===== src/rtl/oam_dma_ctrl_pkg.sv =====
// Shared constants for the 2A03 sprite DMA engine: register addresses and FSM encoding.
// Latency: n/a (declarations only).
// Backpressure: n/a.
package oam_dma_ctrl_pkg;

  // CPU-visible register addresses, used as parameter defaults.
  localparam logic [15:0] REG_OAMDMA  = 16'h4014;
  localparam logic [15:0] REG_OAMDATA = 16'h2004;

  // DMA state encoding (3 bits).
  localparam logic [2:0] ST_IDLE  = 3'd0;
  localparam logic [2:0] ST_HALT  = 3'd1;
  localparam logic [2:0] ST_ALIGN = 3'd2;
  localparam logic [2:0] ST_READ  = 3'd3;
  localparam logic [2:0] ST_WRITE = 3'd4;

  // Source address of a DMA byte: the page never carries, the low byte is the count.
  function automatic logic [15:0] dmaAddr(input logic [7:0] page, input logic [7:0] cnt);
    return {page, cnt};
  endfunction

endpackage


===== src/rtl/oam_dma_bus_mux.sv =====
// Selects CPU pass-through or DMA-driven bus outputs from the current DMA state.
// Latency: purely combinational, zero cycles.
// Backpressure: raises cpu_pause whenever the DMA owns the bus (or on the halt read cycle).
module oam_dma_bus_mux
  import oam_dma_ctrl_pkg::*;
#(
  parameter logic [15:0] DEST_ADDR = REG_OAMDATA
) (
  input  logic [2:0]  state,
  input  logic [7:0]  page,
  input  logic [7:0]  cnt,
  input  logic [7:0]  data,
  input  logic [15:0] cpu_aout,
  input  logic [7:0]  cpu_dout,
  input  logic        cpu_mr,
  input  logic        cpu_mw,
  output logic [15:0] mem_aout,
  output logic [7:0]  mem_dout,
  output logic        mem_mr,
  output logic        mem_mw,
  output logic        cpu_pause,
  output logic        dma_active
);

  // Default to the CPU bus; READ/WRITE take it over, HALT/ALIGN only stall the CPU.
  always_comb begin
    mem_aout  = cpu_aout;
    mem_dout  = cpu_dout;
    mem_mr    = cpu_mr;
    mem_mw    = cpu_mw;
    cpu_pause = 1'b0;
    case (state)
      ST_HALT: begin
        // CPU write cycles cannot be stalled; only a read cycle is held.
        cpu_pause = cpu_mr;
      end
      ST_ALIGN: begin
        cpu_pause = 1'b1;
      end
      ST_READ: begin
        mem_aout  = dmaAddr(page, cnt);
        mem_dout  = data;
        mem_mr    = 1'b1;
        mem_mw    = 1'b0;
        cpu_pause = 1'b1;
      end
      ST_WRITE: begin
        mem_aout  = DEST_ADDR;
        mem_dout  = data;
        mem_mr    = 1'b0;
        mem_mw    = 1'b1;
        cpu_pause = 1'b1;
      end
      default: begin
      end
    endcase
  end

  assign dma_active = (state != ST_IDLE);

endmodule


===== src/rtl/oam_dma_ctrl.sv =====
// Sprite DMA engine: a CPU write to TRIGGER_ADDR copies page {V,00}..{V,FF} to DEST_ADDR.
// Latency: 513 paused ce cycles, or 514 when OAM_DMA_ALIGN_EN inserts an align cycle.
// Backpressure: stalls the CPU through cpu_pause; all state advances only on ce.
module oam_dma_ctrl
  import oam_dma_ctrl_pkg::*;
#(
  parameter logic [15:0] TRIGGER_ADDR = REG_OAMDMA,
  parameter logic [15:0] DEST_ADDR    = REG_OAMDATA
) (
  input  logic        clk,
  input  logic        reset,
  input  logic        ce,
  input  logic [15:0] cpu_aout,
  input  logic [7:0]  cpu_dout,
  input  logic        cpu_mr,
  input  logic        cpu_mw,
  input  logic [7:0]  mem_din,
  output logic [15:0] mem_aout,
  output logic [7:0]  mem_dout,
  output logic        mem_mr,
  output logic        mem_mw,
  output logic        cpu_pause,
  output logic        dma_active
);

  logic [2:0] state;
  logic [7:0] cnt;
  logic [7:0] page;
  logic [7:0] data;

`ifdef OAM_DMA_ALIGN_EN
  logic parity;

  // Free-running ce-cycle phase so that DMA reads always land on even cycles.
  always_ff @(posedge clk) begin
    if (reset) begin
      parity <= 1'b0;
    end else if (ce) begin
      parity <= ~parity;
    end
  end
`endif

  // Transfer FSM: trigger capture, halt/align, then 256 read/write pairs.
  always_ff @(posedge clk) begin
    if (reset) begin
      state <= ST_IDLE;
      cnt   <= 8'h00;
      page  <= 8'h00;
      data  <= 8'h00;
    end else if (ce) begin
      case (state)
        ST_IDLE: begin
          if (cpu_mw && (cpu_aout == TRIGGER_ADDR)) begin
            page  <= cpu_dout;
            state <= ST_HALT;
          end
        end
        ST_HALT: begin
          // Wait out CPU write cycles; leave on the first read cycle.
          if (cpu_mr) begin
`ifdef OAM_DMA_ALIGN_EN
            state <= parity ? ST_READ : ST_ALIGN;
`else
            state <= ST_READ;
`endif
          end
        end
`ifdef OAM_DMA_ALIGN_EN
        ST_ALIGN: begin
          state <= ST_READ;
        end
`endif
        ST_READ: begin
          data  <= mem_din;
          state <= ST_WRITE;
        end
        ST_WRITE: begin
          // cnt wraps to 0 after the last byte, ready for the next transfer.
          cnt   <= cnt + 8'd1;
          state <= (cnt == 8'hFF) ? ST_IDLE : ST_READ;
        end
        default: begin
          state <= ST_IDLE;
        end
      endcase
    end
  end

  oam_dma_bus_mux #(
    .DEST_ADDR (DEST_ADDR)
  ) uBusMux (
    .state      (state),
    .page       (page),
    .cnt        (cnt),
    .data       (data),
    .cpu_aout   (cpu_aout),
    .cpu_dout   (cpu_dout),
    .cpu_mr     (cpu_mr),
    .cpu_mw     (cpu_mw),
    .mem_aout   (mem_aout),
    .mem_dout   (mem_dout),
    .mem_mr     (mem_mr),
    .mem_mw     (mem_mw),
    .cpu_pause  (cpu_pause),
    .dma_active (dma_active)
  );

endmodule


===== config.mk =====
export PLATFORM = sky130hd
export DESIGN_NAME = oam_dma_ctrl
export DESIGN_NICKNAME = d
export VERILOG_FILES = /design/src/rtl/oam_dma_ctrl_pkg.sv /design/src/rtl/oam_dma_bus_mux.sv /design/src/rtl/oam_dma_ctrl.sv
export SDC_FILE = /design/constraint.sdc
export NUM_CORES = 1
export LEC_CHECK = 0
export BUFFER_PORTS_ARGS = -buffer_cell sky130_fd_sc_hd__buf_2
export CAP_MARGIN = 20
export CORE_MARGIN = 2
export CORE_UTILIZATION = 42
export DETAILED_ROUTE_END_ITERATION = 10
export MAX_ROUTING_LAYER = met4
export PLACE_DENSITY = 0.79
export SKIP_CTS_REPAIR_TIMING = 1
export SLEW_MARGIN = 0
export SYNTH_ARGS = -nofsm -noshare
export SYNTH_HDL_FRONTEND = slang
export SYNTH_SLANG_ARGS = --single-unit

===== constraint.sdc =====
create_clock -name clk -period 1.6 [get_ports clk]
set_input_delay 0.08 -clock clk [delete_from_list [all_inputs] [get_ports clk]]
set_output_delay 0.08 -clock clk [all_outputs]
set_load 0.01 [all_outputs]

==> results.md <==
- Commonest cells after routing, fill and taps aside: buf_2 (56), dfxtp_1 (24), nand2_1 (22), a21oi_1 (21)
- CTS tree: done
- Endpoints failing hold: 0
- Clock root cell: clkbuf_4
- Most used flip-flop cell after synthesis: dfxtp_1
- Worst r2r src: state[2]
- Pin slew with the least headroom to its limit: 0.522 ns
- Seq/Total Area, Yosys: 35.7%
- Clock transition at path regs: about 0.15 ns
- Hold depth: 3
- Post-synth ARST share: 0%
- Top post-synthesis cells by area: dfxtp_1 (36%), a22o_1 (8.1%), a21oi_1 (7.3%), mux2_2 (6.7%), nand2_1 (5.5%)
- DIE AREA: 4100 sq um
- Final Skew: 0.00842 ns
- Port-buffer cells: 64
- Mapped Area: 1510 sq um
- Pins over their slew limit: 0
- Initial DRC count: 118
- I/O pin count: 65
- Yosys reg bits: 27
- Top cell type's share of synthesized area: around 36%
- Lkg Pwr: 0.983 nW
- Max IR drop VDD: 0.555 mV
- CP endpoint kind: output port
- Yosys warns: 0
- TritonCTS buffer count: 3
- # diodes: 0
- Nets: 304
- F_max: 552 MHz
- Post-synth EDFFs: 0
- Clock latency on the worst-skew pair: 0.33 ns
- Dpl cells: 297
- R2R setup slack: -0.11 ns
- Initial core utilization: 44.6%
- Worst R2R Path Depth: 5
- Area Overhead vs Synth: 47.2%
- DP Area: slightly below 2000 sq um
- GRT Util Overall: 20.6%
- Initial antenna violation count: 0
- Netlist cell types: 35
- CP arrival: 1.73 ns
- Setup total negative slack: -3.44 ns
- Tmin final: ~1.8 ns
- TritonRoute pass-1 iters: 4
- Avg Vias per Cell: 5.53
- Drt drc: 0
- Run status: finished, violations left
- Post-synth net total: 225
- Final Setup Violations: 31
- Congestion Overflow GR: 0
- CORE AREA: 3390 sq um
- Crit-path max FO: 7
- # rows: 21
- First-pass GRT wire length: roughly 6.7 mm
- Synthesized area per cell: 8.09 sq um
- Routability cong.: 0.826
- Final Cell Area: 2230 sq um
- Largest net degree at the start of global routing: 29
- Max transition margin: between 60% and 70%
- Pwr dens: 534 nW/um^2
- Via count: 1719
- Clock buffer depth: 2
- Htree depth: 1
- Vias in the first global route: between 1000 and 1500
- Layout cells sized above 1: 42.6%
- Die X: 64.0 um
- Area leader, netlist: dfxtp_1
- Violated checks: setup timing
- Die height: 64.0 um
- CP Class: reg -> out
- Commonest non-fill, non-tap cell in the layout: buf_2
- Clk sink count: 27
- Dpl hpwl: 3.11 mm
- Final critical-path share of the clock period: 113%
- Worst setup margin: -0.211 ns
- Worst hold path type: in -> reg
- Startpoint types: flip-flop
- Max Cap Viol: 0
- Wire per inst: 14.7 um
- Critical path data required time: 1.52 ns
- Remaining antenna violation count: 0
- Final std cells w/o fill: approximately 310
- Final WL: 4.58 mm
- Reg-to-Reg End: page[5]
- HP Start: cpu_dout[4]
- Cells after Synth: 187
- Worst Hold Endpoint: page[4]
- RSZ-0062 raised after global routing: true
synth_stat cells, types with 2 or more instances:
cell type and n:
nand2_1 22, a22o_1 14, dfxtp_1 27, buf_1 2, a21oi_1 22, nand3_1 5
nor2_1 15, nor4b_1 2, nor2b_1 2, nand2b_1 3, nand4_1 11, and2_1 2
o21ai_1 8, mux2_2 9, and3_1 2, buf_2 6, clkbuf_1 7, xor2_1 6
nor3_1 3, o21ai_0 4
cells by family after synthesis:
family / synth area share (%)
DFF: 35.7
xor gates and xnor gates: 4.05
and+or+nand+nor: 27.2
AOI/OAI and AO/OA: 20.3
buffers and inverters: 4.47
muxes: 7.36
adders and majority gates: 0.827
how the worst max path moves through the flow:
stage | to | depth (start not counted) | start | slack (ns)
final | mem_dout[0] | 5 | state[2] | -0.21
after global routing | mem_dout[1] | 5 | state[2] | -0.28
after CTS | mem_dout[5] | 5 | state[2] | -0.36
after detailed placement | page[5] | 4 | state[0] | -0.06
after global placement | page[7] | 4 | state[0] | 0.01
after floorplan | page[0] | 5 | state[1] | -0.05
per-stage QoR:
step / worst slack (ns) / hold slack [ns] / utilization (%) / power (mW)
3_3_place_gp: 0.0100 / 0.323 / 57.3 / 0.857
5_1_grt: -0.283 / 0.0300 / 65.7 / 1.24
2_1_floorplan: -0.0489 / 0.216 / - / 0.763
6_report: -0.211 / 0.0167 / 65.7 / 1.19
3_5_place_dp: -0.0594 / 0.326 / 57.3 / 0.857
4_1_cts: -0.361 / -0.0371 / 58.2 / 1.15
worst max-delay path: stages, from the launching register on:
cell and delay [ns]:
dfxtp_4 0.42, and3b_2 0.26, nor2_4 0.13, buf_6 0.16, mux2_4 0.32, buf_6 0.12
layer usage:
| layer | wire [um] | vias up | share of wire, % | global-route usage, % |
|---|---|---|---|---|
| li1 | - | 836 | - | - |
| met1 | 2030 | 807 | 44 | 28.1 |
| met2 | 2250 | 69 | 49 | 32.3 |
| met3 | 250 | 7 | 5.5 | 4.05 |
| met4 | 51 | 0 | 1.1 | 3.26 |
| met5 | 0 | - | 0 | - |
sequential cells by signal, indices dropped and copies added (netlist names):
name   count
cnt        8
page       8
data       8
state      3
where the power goes:
| part | internal (mW) | switching [mW] | leakage [nW] |
|---|---|---|---|
| logic | 0.120 | 0.0944 | 0.749 |
| clock network | 0.0959 | 0.209 | 0.0139 |
| registers | 0.669 | 0.00000171 | 0.219 |
| total | 0.885 | 0.303 | 0.983 |
layout make-up:
type	instances	area, sq um
Fill cell	275	1160
Sequential cell	27	549
Clock inverter	1	7.51
Multi-Input combinational cell	144	998
Clock buffer	3	22.5
Timing Repair Buffer	89	588
Tap cell	46	57.6
Inverter	1	3.75
(Power assumes the default switching activity.)
